<file path="src/rtl/instruction_queue.sv">
// Prefetch queue of instruction bytes from WBUS.
// Presents the head byte as opcode and the next byte as operand.
module instruction_queue #(
    parameter int W     = 8,
    parameter int DEPTH = 4
) (
    input  logic                       CLK,
    input  logic                       CLR,
    input  logic [W-1:0]               WBUS,
    input  logic                       nLi,
    input  logic                       nRd,
    input  logic                       nFlush,
    output logic [W-1:0]               opcode,
    output logic [W-1:0]               operand,
    output logic                       valid,
    output logic                       full,
    output logic [$clog2(DEPTH+1)-1:0] count,
    output logic                       ovf
);

    localparam int PW = $clog2(DEPTH);
    localparam int CW = $clog2(DEPTH+1);

    logic [W-1:0]  mem [DEPTH];
    logic [PW-1:0] head;
    logic [PW-1:0] tail;
    logic [PW-1:0] head_nxt;
    logic          ld;
    logic          rd;
    logic          empty;
    logic          do_ld;
    logic          do_rd;
    logic          err;

    always_comb begin
        ld       = ~nLi;
        rd       = ~nRd;
        empty    = (count == '0);
        full     = (count == CW'(DEPTH));
        valid    = ~empty;
        // at full a same-edge pop frees the slot the load fills
        do_ld    = ld & (~full | rd);
        do_rd    = rd & ~empty;
        err      = (ld & full & ~rd) | (rd & empty);
        head_nxt = head + PW'(1);
        opcode   = valid ? mem[head] : '0;
        operand  = (count >= CW'(2)) ? mem[head_nxt] : '0;
    end

    always_ff @(negedge CLK) begin
        if (CLR) begin
            head  <= '0;
            tail  <= '0;
            count <= '0;
            ovf   <= 1'b0;
            for (int i = 0; i < DEPTH; i++) mem[i] <= '0;
        end else if (!nFlush) begin
            head  <= '0;
            tail  <= '0;
            count <= '0;
        end else begin
            if (do_ld) begin
                mem[tail] <= WBUS;
                tail      <= tail + PW'(1);
            end
            if (do_rd) head <= head_nxt;
            if (do_ld && !do_rd)      count <= count + CW'(1);
            else if (!do_ld && do_rd) count <= count - CW'(1);
            if (err) ovf <= 1'b1;
        end
    end

endmodule
</file>
<file path="config.mk">
export PLATFORM = sky130hd
export DESIGN_NAME = instruction_queue
export DESIGN_NICKNAME = d
export VERILOG_FILES = /design/src/rtl/instruction_queue.sv
export SDC_FILE = /design/constraint.sdc
export NUM_CORES = 1
export LEC_CHECK = 0
export CAP_MARGIN = 20
export CORE_MARGIN = 4
export CORE_UTILIZATION = 48
export CTS_CLUSTER_SIZE = 30
export DETAILED_ROUTE_END_ITERATION = 10
export GPL_ROUTABILITY_DRIVEN = 0
export PLACE_DENSITY = 0.75
export SYNTH_ARGS = -nofsm -noshare
export SYNTH_HDL_FRONTEND = slang
export SYNTH_SLANG_ARGS = --single-unit
</file>
<file path="constraint.sdc">
create_clock -name CLK -period 2.25 [get_ports CLK]
set_input_delay 0.5625 -clock CLK [delete_from_list [all_inputs] [get_ports CLK]]
set_output_delay 0.5625 -clock CLK [all_outputs]
set_load 0.005 [all_outputs]
</file>
Yosys cells after proc, flatten, opt, wreduce, memory -nomap -nowiden. Memories as Yosys holds them, arrays and structs flattened. A register that Yosys moved wholly into a read port is not among the register bits. Cells that the tools add are included.

Register bits after elaboration: 8. Bits in latches: 0. Memory bits (writable): 32. ROM bits: 0. Input port bits: 13. Output and inout port bits: 22. Memories kept: 1.

Memories: mem (words 4, width 8, read ports 2, clocked after memory_dff 1, write ports 4, line 24) `logic [W-1:0] mem [DEPTH];`.

Add/subtract/negate cells: 4. Multipliers: 0. Div/mod/pow operators: 0. $lt $le $gt $ge: 1. Eq/ne operators: 1. Shift-type cells: 0. Muxes and demuxes: 15. Bitwise logic cells: 12. Reductions and logical operators: 9.

Operator list (count): 8-bit two-way mux (3); 8-bit OR reduction (1); 1-bit two-way mux (7); 2-bit two-way mux (3); 3-bit two-way mux (2); 1-bit AND (5); 1-bit inverter (5); 2-bit by 1-bit adder with 2-bit output, second input constant (2); 3-bit by 1-bit adder with 3-bit output, second input constant (1); 3-bit equality test, second input constant (1); 3-bit by 2-bit greater-or-equal comparator with 1-bit output, second input constant (1); 3-bit zero test (1); 3-bit by 1-bit subtractor with 3-bit output, second input constant (1); 1-bit logical AND (2); 1-bit zero test (2); 1-bit bitwise OR (2); 2-bit AND reduction (1); 2-bit nonzero test (1); 2-bit OR reduction (1).

Longest topological paths before layout. Gate-level depths: netlist of run 1.

Depth after elaboration: 10. Depth in mapped cells: 9. Gate-level depth less buffers: 8.

==> results of run 1 <==
-- kinds of logic (layout without fill, tap and decap cells) --
group / Yosys count / count (layout) / share of synthesized area
AO/OA/AOI/OAI: 15 / 15 / 0.0449
XOR/XNOR: 2 / 2 / 0.00777
adder cells (fa/ha/maj): 2 / 2 / 0.0144
buffers and inverters: 23 / 177 / 0.0494
flip-flops: 42 / 42 / 0.515
multiplexers: 17 / 17 / 0.164
AND/OR/NAND/NOR: 74 / 74 / 0.205
-- state kept, by name, summed over array words and instances, names as in the netlist, named ones only --
name and flops:
count 3, tail 2, ovf 1, head 2, mem 32
-- timing repair --
| action | in CTS | in global routing |
|---|---|---|
| endpoints found under the setup margin | 96 | 96 |
| gates resized for setup | 192 | 62 |
| cloned | 1 | 0 |
| setup buffers | 40 | 17 |
| pin swaps | 29 | 23 |
-- per-stage QoR --
stage / util / hold slack [ns] / setup TNS [ns] / power (mW)
after floorplan: - / 0.464 / -30.85 / 1.26
after global placement: 0.684 / 0.449 / -90.35 / 1.46
final: 0.947 / 0.499 / -43.90 / 2.63
after CTS: 0.878 / 0.468 / -44.64 / 2.33
after global routing: 0.947 / 0.512 / -45.01 / 2.73
after detailed placement: 0.684 / 0.480 / -93.43 / 1.49
-- worst paths after layout --
check,start,slack (ns),end,cells past startpoint
setup / recovery,register,-1.16,opcode[5],5
hold / removal,ovf$_SDFFE_NP0P_,0.50,ovf$_SDFFE_NP0P_,1
setup reg to reg,count[2]$_SDFFE_NP0P_,-0.31,count[2]$_SDFFE_NP0P_,12
hold reg to reg,ovf$_SDFFE_NP0P_,0.50,ovf$_SDFFE_NP0P_,1
-- synth_stat cells (all sizes together) --
library cell	number
o21ai	5
mux4	16
nor2	11
inv	12
xor2	2
nand3b	1
mux2i	1
and3	2
nand2	2
dfxtp	10
and4bb	1
nor4	7
and4	2
and2b	1
or2	1
clkinv	1
a21oi	4
ha	1
a311o	1
nand2b	2
nand3	1
nor3	17
a31o	3
or3	3
clkbuf	1
and2	3
a41o	1
nand4bb	1
a32o	1
buf	9
edfxtp	32
nor2b	17
nor3b	1
nand4	1
fa	1
-- layer usage --
metal	global-route usage	routed length (um)	up-vias
met5	0	0	-
met4	0.212	721	0
met3	0.0910	1160	68
met2	0.546	5520	256
met1	0.346	3480	1213
li1	-	-	976
-- layout make-up --
cell class              count  area (um^2)
clock buffers               5         68.8
clock inverters            45          175
fillers                   112          236
inverters                  12         45.0
multi-input cells         110         1550
flip-flops and latches     42         1180
well taps                  52         65.1
repair buffers            115         1130
-- where the power goes --
part | switching [mW] | total (mW) | internal [mW]
registers | 0.0360 | 0.914 | 0.878
clock network | 0.630 | 0.948 | 0.318
logic | 0.360 | 0.764 | 0.404
==> metrics.csv, run 1 <==
stage;metric;value;unit
status;status;finished, violations left;
status;failed_checks;negative setup slack;
layout;post-route-cell-area;4210;um^2
timing;slew_headroom;0.670;
critical_path;critPathCaptureType;output port;
grt;grt_first_pass_wirelength;14100;um
place;buffer_ports.inserted;34;
critical_path;critical_path_required;1.69;ns
drt;drcViolationCount;0;
timing;finalClockSkew;0.0688;ns
hold_path;worst_hold_path_type;register to register;
floorplan;core_area;4440;um^2
drt;detail-route-antenna-nets;0;
synth;yosysWarnings;0;
floorplan;fp-row-count;24;
synth;post_synth_main_area_contributors;edfxtp_1 43%, mux4_2 16%, dfxtp_1 8.9%;
critical_path;critPathSlowestCell;mux4_2;
critical_path;slowest_stage_delay_cp;0.51;ns
critical_path;crit_buf_inv;3;
synth;syn-cell-area;2260;um^2
timing;grt_setup_unrepaired;true;
layout;synthToLayoutAreaGrowth;86.5;%
timing;worst_pin_slew;0.494;ns
grt;grt-ovfl-total;0;
floorplan;chipWidth;76.6;um
synth;syn-num-nets;190;
synth;yosysTopAreaCell;edfxtp_1;
floorplan;top_level_ports;35;
timing;final_hold_viol_count;0;
layout;layout_commonest_cell;inv_1;
clocking;ctsLongestPathBuffers;2;
clocking;tritoncts_num_sinks;42;
synth;ys_types;41;
power;power-per-cell-area;624;nW/um^2
clocking;tritoncts_clock_tree;yes;
run;maxCapViolations;0;
drt;route.final.wire_length;10900;um
critical_path;crit_type;register to output port;
synth;syn_avg_cell_area;12.9;um^2
drt;post_drt_wl_per_cell;28.6;um
synth;synth.yosys.seq_area_share;0.515;
grt;grt_util_all_layers;0.320;
place;post-place-ws;-1.44;ns
drt;detail_route.iter0.violations;332;
place;detailedPlacementHpwl;4360;um
drt;routed-via-count;2513;
critical_path;arrival;2.84;ns
layout;fraction_of_layout_instances_using_a_drive_strength_above_1;0.666;
drt;drt_first_pass_iters;7;
timing;setup_violations;96;
clocking;clkSlewWorstSetupHoldPaths;0.04;ns
floorplan;dieHeight;76.6;um
critical_path;critical_path.cell_chain;buf_12, buf_6, mux4_2, nor2b_4, buf_2;
floorplan;die_area;5860;um^2
floorplan;floorplan.initialDensity;0.508;
timing;final_critical_path_setup_slack;-1.16;ns
place;post-place-cells;282;
synth;synth_top_area_share;0.426;
layout;layout.cells.most_common_list;47 x inv_1, 40 x buf_6, 37 x buf_4, 32 x edfxtp_1, 19 x buf_2;
power;vdd_drop_max;0.000627;V
layout;fin_nets;343;
grt;first_global_vias;2640;
clocking;clk_latency;0.42;ns
synth;postSynthRegisterBits;42;
grt;grt_max_degree;14;
critical_path;critPathLaunchType;register;
layout;diodes;0;
place;place_area;3040;um^2
drt;avgViaCountPerCell;6.60;
synth;synth_cells;175;
grt;initial_antenna_violation_count;0;
timing;slew_violations;0;
clocking;holdBufCountCts;0;
power;static_leakage_power;1.83;nW
layout;final_cell_count_no_fill;381;
critical_path;path_delay_family;multiplexers;
clocking;tritoncts.num_buffers;5;
clocking;cts_root_buffer;clkbuf_8;
critical_path;critPathMaxFanout;6;
clocking;cts-htree-levels;2;
No activity file was read; power rests on OpenSTA's default activity.
==> inputs of run 2 (changes only) <==
- CELL_PAD_IN_SITES_DETAIL_PLACEMENT: not set -> 1
- CELL_PAD_IN_SITES_GLOBAL_PLACEMENT: not set -> 1
- CORE_UTILIZATION: 48 -> 39
- PLACE_DENSITY: 0.75 -> not set
- PLACE_DENSITY_LB_ADDON: not set -> 0.1
==> run 2 against run 1 <==
Against the previous run: the run still ends with negative setup slack left; non-clock buffer count decreased by 4; sequential share of layout area fell by 0.25 points; clock-buffer cell count unchanged; setup slack worse by 0.096 ns; final cell count grew 4.2%; global-route usage shrank 3.6 points; wire length rose by 15%; die area rose by 21%; register-to-register slack better by 0.09 ns; critical path depth down 1; first-iteration DRC count decreased by 11%.
==> metrics.csv, run 2 (synthesis gave the netlist of run 1 again) <==
stage;metric;value;unit;change
critical_path;crit_type;register to output port;;
timing;setup_violations;96;;unchanged
place;post-place-cells;307;;+8.9%
run;maxCapViolations;0;;unchanged
grt;grt-ovfl-total;0;;unchanged
layout;largest_register_ff_count;32;;unchanged
floorplan;fp-row-count;27;;+13%
drt;route.final.wire_length;12500;um;+15%
layout;regMostFlops;mem;;
drt;drcViolationCount;0;;unchanged
drt;detail-route-antenna-nets;0;;unchanged
clocking;ctsLongestPathBuffers;2;;unchanged
status;failed_checks;negative setup slack;;
hold_path;holdPathStages;1;;unchanged
layout;synthToLayoutAreaGrowth;89.0;%;
floorplan;dieHeight;84.1;um;+9.8%
drt;post_drt_wl_per_cell;31.5;um;+10%
timing;hold_ws;0.503;ns;+0.00403 ns
timing;finalClockSkew;0.0613;ns;-0.00749 ns
critical_path;arrival;2.94;ns;+0.10 ns
place;detailedPlacementHpwl;4840;um;+11%
timing;final_hold_viol_count;0;;unchanged
place;place_area;3140;um^2;+3.3%
critical_path;critical_path_required;1.69;ns;about the same
hold_path;worst_hold_path_type;register to register;;
floorplan;chipWidth;84.1;um;+9.8%
floorplan;core_area;5570;um^2;+25%
critical_path;worst_r2r_path_depth;11;;-1
drt;routed-via-count;2429;;-3.3%
clocking;clkSlewWorstSetupHoldPaths;0.10;ns;+0.06 ns
power;total_power;2.68;mW;+2.0%
layout;diodes;0;;unchanged
timing;grt_setup_unrepaired;true;;
critical_path;critPathMaxFanout;6;;unchanged
layout;fraction_of_layout_instances_using_a_drive_strength_above_1;0.655;;-0.0103
place;buffer_ports.inserted;34;;unchanged
timing;slew_violations;0;;unchanged
timing;final_critical_path_setup_slack;-1.25;ns;-0.0963 ns
floorplan;die_area;7070;um^2;+21%
critical_path;rr_startpoint;count[1]$_SDFFE_NP0P_;;
grt;grt_util_all_layers;0.284;;-0.0362
drt;drt_first_pass_iters;5;;-2
status;status;finished, violations left;;
clocking;tritoncts_num_sinks;42;;unchanged
layout;post-route-cell-area;4260;um^2;+1.3%
power;power-per-cell-area;628;nW/um^2;+0.63%
layout;fin_nets;339;;-1.2%
grt;first_global_vias;2575;;-2.5%
timing;fin_tns_setup;-43.35;ns;+0.553 ns
grt;grt_first_pass_wirelength;14800;um;+5.3%
clocking;tritoncts_clock_tree;yes;;
clocking;clk_latency;0.43;ns;about the same
grt;initial_antenna_violation_count;0;;unchanged
hold_path;min_from;ovf$_SDFFE_NP0P_;;
timing;worst_pin_slew;0.417;ns;-0.0771 ns
power;static_leakage_power;1.84;nW;+0.51%
clocking;cts_root_buffer;clkbuf_8;;
layout;fillerInstances;488;;+340%
critical_path;critPathLaunchType;register;;
power;vdd_drop_max;0.000569;V;-9.2%
place;post-place-ws;-1.46;ns;-0.0209 ns
clocking;tritoncts.num_buffers;5;;unchanged
grt;grt_max_degree;15;;+1
timing;slew_headroom;0.721;;+0.0518
floorplan;floorplan.initialDensity;0.405;;-0.103
layout;layout_commonest_cell;inv_1;;
layout;reg_top3;mem: 32 flops, count: 3 flops;;
drt;avgViaCountPerCell;6.12;;-7.2%
layout;final_cell_count_no_fill;397;;+4.2%
critical_path;critPathCaptureType;output port;;
critical_path;setup.worst_path.start;head[1]$_SDFFE_NP0P_;;
floorplan;top_level_ports;35;;unchanged
clocking;cts-htree-levels;2;;unchanged
drt;detail_route.iter0.violations;295;;-11%
layout;final_core_util;0.765;;-0.182
layout;layout.cells.most_common_list;49 x inv_1, 38 x buf_6, 32 x edfxtp_1, 31 x buf_4, 18 x buf_2;;
run 2: cell count changes in the layout (fill, tap and decap cells not counted), sizes merged:
cell | before | now
clkdlybuf4s50 | 8 | 6
clkbuf | 5 | 7
dlygate4sd2 | 0 | 2
clkinv | 1 | 2
buf | 107 | 101
clkinvlp | 1 | 0
run 2: power by group:
part           internal [mW]  switching, mW  total, mW
Combinational          0.360          0.354      0.714
Sequential             0.874         0.0386      0.913
Clock                  0.320          0.730       1.05
run 2: per-layer routing:
metal	share of wire	track usage	vias to the layer above
met5	0	0	-
met3	0.072	0.0622	47
met1	0.37	0.346	1244
li1	-	-	969
met4	0.047	0.123	0
met2	0.51	0.482	169
run 2: worst max-delay path, cell delays in order (launching register included):
cell and delay [ns]:
dfxtp_4 0.44, buf_6 0.14, mux4_2 0.50, nor2b_1 0.16, buf_2 0.14
run 2: worst paths after layout:
kind	endpoint	slack [ns]
max	operand[5]	-1.25
min	ovf$_SDFFE_NP0P_	0.50
max reg2reg	count[2]$_SDFFE_NP0P_	-0.22
min reg2reg	ovf$_SDFFE_NP0P_	0.50
run 2: final cells by class:
class | count | area [um^2] | share of cell area
clock buffer | 5 | 68.8 | 0.0161
clock inverter | 45 | 176 | 0.0414
inverter | 12 | 47.5 | 0.0112
multi-input combinational | 110 | 1570 | 0.368
sequential | 42 | 1190 | 0.278
tap | 72 | 90.1 | 0.0211
timing repair buffer | 111 | 1130 | 0.264
run 2: repair_timing:
item	in CTS	in global routing
setup buffers	27	22
setup endpoints to repair	96	96
gates resized for setup	196	72
cloned	1	1
hold buffers	0	0
pin swaps	25	27
==> inputs of run 3 (changes only) <==
- GPL_ROUTABILITY_DRIVEN: 0 -> not set
==> results of run 3 <==
Final layout, timing and power as in run 2 (identical DEF).
